## src/rtl/alu_share_arbiter.sv

```systemverilog
// ---------------------------------------------------------------------------
// alu_share_arbiter
//
// Purpose:
//   Lets two requesters (e.g. the EX stage and a multi-cycle helper) share a
//   single combinational ALU. A round-robin arbiter picks one request, the
//   chosen operands are registered onto the alu_* outputs, the ALU result is
//   captured one cycle later and returned to the winning requester over a
//   valid/ready response channel. Only one operation is in flight at a time.
//
// Parameters:
//   WIDTH  operand/result width
//   CTL_W  ALU control code width
//
// Ports:
//   clk, rst_n                 clock, asynchronous active-low reset
//   req_valid_x / req_ready_x  request handshake for requester x (0 or 1)
//   req_in1_x, req_in2_x       operands (in1 is the shift amount for shifts)
//   req_ctl_x, req_sign_x      ALU control code and signed-compare select
//   rsp_valid_x / rsp_ready_x  response handshake for requester x
//   rsp_data_x                 result for requester x (0 when not valid)
//   alu_in1, alu_in2           registered operands to the shared ALU
//   alu_ctl, alu_sign          registered control code / sign select to ALU
//   alu_out                    combinational ALU result
//   conflict_cnt               (only with ALU_ARB_STATS_EN) saturating count of
//                              IDLE cycles in which both requesters were valid
//
// Build option:
//   `define ALU_ARB_STATS_EN to add the conflict_cnt statistics port.
// ---------------------------------------------------------------------------
module alu_share_arbiter #(
  parameter int WIDTH = 32,
  parameter int CTL_W = 4
) (
  input  logic             clk,
  input  logic             rst_n,

  input  logic             req_valid_0,
  output logic             req_ready_0,
  input  logic [WIDTH-1:0] req_in1_0,
  input  logic [WIDTH-1:0] req_in2_0,
  input  logic [CTL_W-1:0] req_ctl_0,
  input  logic             req_sign_0,
  output logic             rsp_valid_0,
  input  logic             rsp_ready_0,
  output logic [WIDTH-1:0] rsp_data_0,

  input  logic             req_valid_1,
  output logic             req_ready_1,
  input  logic [WIDTH-1:0] req_in1_1,
  input  logic [WIDTH-1:0] req_in2_1,
  input  logic [CTL_W-1:0] req_ctl_1,
  input  logic             req_sign_1,
  output logic             rsp_valid_1,
  input  logic             rsp_ready_1,
  output logic [WIDTH-1:0] rsp_data_1,

  output logic [WIDTH-1:0] alu_in1,
  output logic [WIDTH-1:0] alu_in2,
  output logic [CTL_W-1:0] alu_ctl,
  output logic             alu_sign,
`ifdef ALU_ARB_STATS_EN
  output logic [15:0]      conflict_cnt,
`endif
  input  logic [WIDTH-1:0] alu_out
);

  typedef enum logic [1:0] {
    IDLE = 2'd0,
    EXEC = 2'd1,
    RESP = 2'd2
  } state_t;

  state_t           state_q;
  logic             lastGrant_q;
  logic             owner_q;
  logic [WIDTH-1:0] result_q;

  logic             grant_d;
  logic             anyValid;
  logic             accept;
  logic             ownerReady;
  logic [WIDTH-1:0] selIn1;
  logic [WIDTH-1:0] selIn2;
  logic [CTL_W-1:0] selCtl;
  logic             selSign;

  // Round-robin pick: a lone requester always wins; on a tie the requester
  // that was not granted last time goes first. Reset leaves lastGrant_q at 1
  // so requester 0 wins the very first tie.
  always_comb begin
    anyValid = req_valid_0 | req_valid_1;
    if (req_valid_0 && req_valid_1) begin
      grant_d = ~lastGrant_q;
    end else begin
      grant_d = req_valid_1;
    end
    selIn1  = grant_d ? req_in1_1  : req_in1_0;
    selIn2  = grant_d ? req_in2_1  : req_in2_0;
    selCtl  = grant_d ? req_ctl_1  : req_ctl_0;
    selSign = grant_d ? req_sign_1 : req_sign_0;
  end

  // Ready is only offered from IDLE, and rst_n gates it so nothing looks
  // accepted while the block is held in reset.
  assign accept      = rst_n & (state_q == IDLE) & anyValid;
  assign req_ready_0 = accept & ~grant_d;
  assign req_ready_1 = accept &  grant_d;

  assign ownerReady  = owner_q ? rsp_ready_1 : rsp_ready_0;

  // Main sequencer: IDLE latches the granted operation onto the ALU inputs,
  // EXEC samples the ALU result, RESP holds the result until the owner takes
  // it. A reset anywhere drops the operation without any response.
  always_ff @(posedge clk or negedge rst_n) begin
    if (!rst_n) begin
      state_q     <= IDLE;
      lastGrant_q <= 1'b1;
      owner_q     <= 1'b0;
      result_q    <= '0;
      alu_in1     <= '0;
      alu_in2     <= '0;
      alu_ctl     <= '0;
      alu_sign    <= 1'b0;
    end else begin
      case (state_q)
        IDLE: begin
          if (anyValid) begin
            alu_in1     <= selIn1;
            alu_in2     <= selIn2;
            alu_ctl     <= selCtl;
            alu_sign    <= selSign;
            owner_q     <= grant_d;
            lastGrant_q <= grant_d;
            state_q     <= EXEC;
          end
        end
        EXEC: begin
          result_q <= alu_out;
          state_q  <= RESP;
        end
        RESP: begin
          if (ownerReady) begin
            state_q <= IDLE;
          end
        end
        default: begin
          state_q <= IDLE;
        end
      endcase
    end
  end

  // Only the owner sees the response; the other side reads valid=0, data=0.
  assign rsp_valid_0 = (state_q == RESP) & ~owner_q;
  assign rsp_valid_1 = (state_q == RESP) &  owner_q;
  assign rsp_data_0  = rsp_valid_0 ? result_q : '0;
  assign rsp_data_1  = rsp_valid_1 ? result_q : '0;

`ifdef ALU_ARB_STATS_EN
  // Counts IDLE cycles in which both requesters compete, sticking at the
  // maximum instead of wrapping.
  always_ff @(posedge clk or negedge rst_n) begin
    if (!rst_n) begin
      conflict_cnt <= '0;
    end else if ((state_q == IDLE) && req_valid_0 && req_valid_1 &&
                 (conflict_cnt != 16'hFFFF)) begin
      conflict_cnt <= conflict_cnt + 16'd1;
    end
  end
`endif

endmodule

```

## config.mk

```make
export PLATFORM = sky130hd
export DESIGN_NAME = alu_share_arbiter
export DESIGN_NICKNAME = d
export VERILOG_FILES = /design/src/rtl/alu_share_arbiter.sv
export SDC_FILE = /design/constraint.sdc
export NUM_CORES = 1
export LEC_CHECK = 0
export ABC_CLOCK_PERIOD_IN_PS = 5100
export CORE_AREA = 2 2 122 124
export CTS_BUF_LIST = sky130_fd_sc_hd__clkbuf_4 sky130_fd_sc_hd__clkbuf_8
export CTS_CLUSTER_DIAMETER = 200
export DETAILED_ROUTE_END_ITERATION = 8
export DIE_AREA = 0 0 124 126
export GPL_TIMING_DRIVEN = 0
export HOLD_SLACK_MARGIN = 0.06
export PLACE_DENSITY = 0.83
export SLEW_MARGIN = 20
export SYNTH_ARGS = -nofsm -noshare
export SYNTH_HDL_FRONTEND = slang
export SYNTH_SLANG_ARGS = --single-unit
export TNS_END_PERCENT = 5
```

## constraint.sdc

```tcl
create_clock -name clk -period 5.1 [get_ports clk]
set_clock_uncertainty 0.2 [all_clocks]
set_input_delay 1.275 -clock clk [delete_from_list [all_inputs] [get_ports clk]]
set_output_delay 1.275 -clock clk [all_outputs]
set_load 0.03 [all_outputs]
```

==> flow_summary.yaml <==
sta:
  post-route-period-util_pct: 95.8
  tightest_slew_ns: 0.486
  slew_headroom_pct: 67.6
  fmax_mhz: 205
  finalHoldViolCount: 0
  hold_ws_ns: 0.318
  fin_crit_ns: 4.88
  grt_setup_unrepaired: "no"
  setup_viol: 0
  timing.final.max_slew_violations: 0
critical_path:
  crit_top_cell: "clkdlybuf4s50_1"
  critPathTopFamily: "buffers and inverters"
  endpoint: "req_ready_1"
  critPathLaunch: "req_valid_1"
  cp_max_fo: 10
  crit_slowest_cell: "clkdlybuf4s50_1"
  end_kind: "output pin"
  cp_cell_sequence: "clkdlybuf4s50_1 -> a21bo_1 -> buf_6 -> buf_8 -> nor4b_1 -> clkdlybuf4s50_1"
  cp.arrival_ns: 3.41
  criticalPathCategory: "input pin to output pin"
  r2r_end: "alu_in1[16]$_DFFE_PN0P_"
  rr_startpoint: "lastGrant_q$_DFFE_PN1P_"
  reg2reg_depth: 5
  critPathBufInv: 4
  worstPathRequired_ns: 3.62
  path_depth: 6
  ff2ff_setup_slack_ns: 3.15
  start_kind: "input pin"
  crit_path_max_incr_delay_ns: 0.76
logic_synthesis:
  syn_area_sq_mm: 0.00579
  synth_seq_cells: 105
  ys_types: 23
  synthCells: 380
  ys_warn_count: 0
  syn-num-nets: 556
  syn_avg_cell_area_sq_um: 15.2
  synth-seq-area-share_pct: 45.4
clock_network:
  cts_tree: "built"
  insertion_delay_ns: 0.36
  clock-root-buffer: "clkbuf_8"
  cts_setup_buffers: 0
  ctsResizeCount: 0
  cts-htree-levels: 3
  clkSinkCount: 105
  clockBufferDepth: 2
  postCtsHoldBufs: 0
  cts_buffers: 9
  clkTransAtPathRegs_ns: 0.09
floorplanning:
  core.rowCount: 44
  ioPinCount: 313
  die_w_um: 124
  coreArea_sq_mm: 0.0143
  dieArea_sq_mm: 0.0156
  initial_core_util_pct: 40.5
  die_h_um: 126
detailed_routing:
  ant_nets: 0
  drc: 0
  detailroute.via_count: 4171
  firstDrtPassIters: 4
  first_iter_violations: 149
  avgRoutedWirePerCell_um: 17.4
  via_per_inst: 4.67
  totalWireLength_um: 15500
global_route:
  grt_pass1_vias: 4349
  grt_max_degree: 58
  grt-ovfl-total: 0
  grt_pass1_wl_um: 23500
  antenna_found_initial: 0
  grtUsageTotal_pct: 19.7
flow_run:
  cap_violations: 0
place:
  place.gp.congestion: 0.787
  hpwl_um: 12500
  portBuffers: 312
layout:
  post-route-util_pct: 65.6
  layout.area.seq_sq_mm: 0.00263
  area_delta_synth_final_pct: 62.1
  final_layout_size_suffix_gt1_share_pct: 29.5
  nets: 880
  multi_input_area_sq_mm: 0.00291
  fillers: 1044
  diodes: 0
pwr:
  leakage_nw: 4.13
  pwr_density_cell_mw_per_mm2: 571
  peakVddDrop_mv: 0.269
run_status:
  status: "finished, final reports clean"
min_path:
  hp-start: "alu_in1[0]$_DFFE_PN0P_"
  hold_class: "flop to flop"
[worst min-delay path by stage]
stage	end	slack [ns]	depth (start not counted)
finish	alu_in1[0]$_DFFE_PN0P_	0.32	1
global placement	alu_in1[1]$_DFFE_PN0P_	0.29	1
floorplan	result_q[22]$_DFFE_PN0N_	0.29	1
CTS	alu_in1[10]$_DFFE_PN0P_	0.32	1
global route	alu_in1[9]$_DFFE_PN0P_	0.34	1
detailed placement	alu_sign$_DFFE_PN0P_	0.29	1
[where the power goes]
group,internal [mW],switching [mW]
logic,1.73,1.55
registers,1.27,0.270
clock network,0.246,0.293
[stage by stage]
step / TNS [ns] / setup WS [ns] / area, sq um / instances / power [mW]
after floorplan: 0 / 0.784 / 5790 / 380 / 3.61
after global placement: -139.88 / -2.70 / 9140 / 876 / 4.78
after detailed placement: 0 / 0.256 / 9170 / 877 / 4.86
after CTS: 0 / 0.238 / 9390 / 893 / 5.42
after global routing: 0 / 0.114 / 9390 / 893 / 5.65
final: 0 / 0.217 / 9390 / 893 / 5.35
[sequential cells by signal, summed over array words and instances (netlist names)]
signal,cells
alu_in2,32
state_q,2
lastGrant_q,1
result_q,32
owner_q,1
alu_sign,1
alu_ctl,4
alu_in1,32
[synth_stat cells]
library cell / number / area share [%]
a21bo_1: 1 / 0.17
a21oi_1: 1 / 0.086
a31oi_1: 1 / 0.11
and2_1: 64 / 6.9
and3_1: 1 / 0.11
buf_12: 6 / 2.1
buf_2: 4 / 0.35
buf_4: 7 / 0.91
buf_6: 1 / 0.19
buf_8: 1 / 0.26
clkbuf_1: 7 / 0.45
dfrtp_1: 104 / 45
dfstp_2: 1 / 0.45
inv_1: 1 / 0.065
mux2_2: 37 / 7.2
mux2_4: 134 / 35
nand2b_1: 1 / 0.11
nor2_1: 3 / 0.19
nor2b_1: 1 / 0.11
nor4b_1: 1 / 0.15
o21a_1: 1 / 0.13
o21bai_1: 1 / 0.13
o32ai_1: 1 / 0.15
[cells by family (layout without fill, tap and decap cells)]
| family | after synthesis | after routing | share of synthesized area (%) |
|---|---|---|---|
| muxes | 171 | 171 | 41.9 |
| DFF | 105 | 105 | 45.4 |
| and+or+nand+nor | 71 | 71 | 7.58 |
| buffers and inverters | 27 | 356 | 4.30 |
| AOI/OAI and AO/OA | 6 | 6 | 0.778 |
[placed cells by master (no fill, tap or decap), drive strengths merged]
cell type,instances
o21bai,1
and2,64
bufinv,1
nor2b,1
dfstp,1
mux2,171
clkinvlp,1
and3,1
clkinv,3
clkbuf,17
inv,2
a21oi,1
a31oi,1
dfrtp,104
o21a,1
a21bo,1
nor4b,1
nand2b,1
buf,21
nor2,3
o32ai,1
clkdlybuf4s50,311
[layout make-up]
type	instances	area share, %
timing repair buffer	313	33.6
multi-input combinational	248	31.0
sequential	105	28.0
buffer	26	2.61
tap	184	2.45
clock buffer	10	1.47
clock inverter	6	0.800
inverter	1	0.0400
[layer usage]
| layer | share of wire, % | up-vias | routed length [um] | GRT usage, % |
|---|---|---|---|---|
| met2 | 52 | 195 | 7990 | 35.1 |
| met3 | 8.7 | 17 | 1350 | 5.80 |
| met1 | 38 | 1997 | 5900 | 22.7 |
| met4 | 1.7 | 0 | 267 | 5.22 |
| met5 | 0 | - | 0 | 0 |
| li1 | - | 1962 | - | - |
Power figures use the tool's default switching activity.
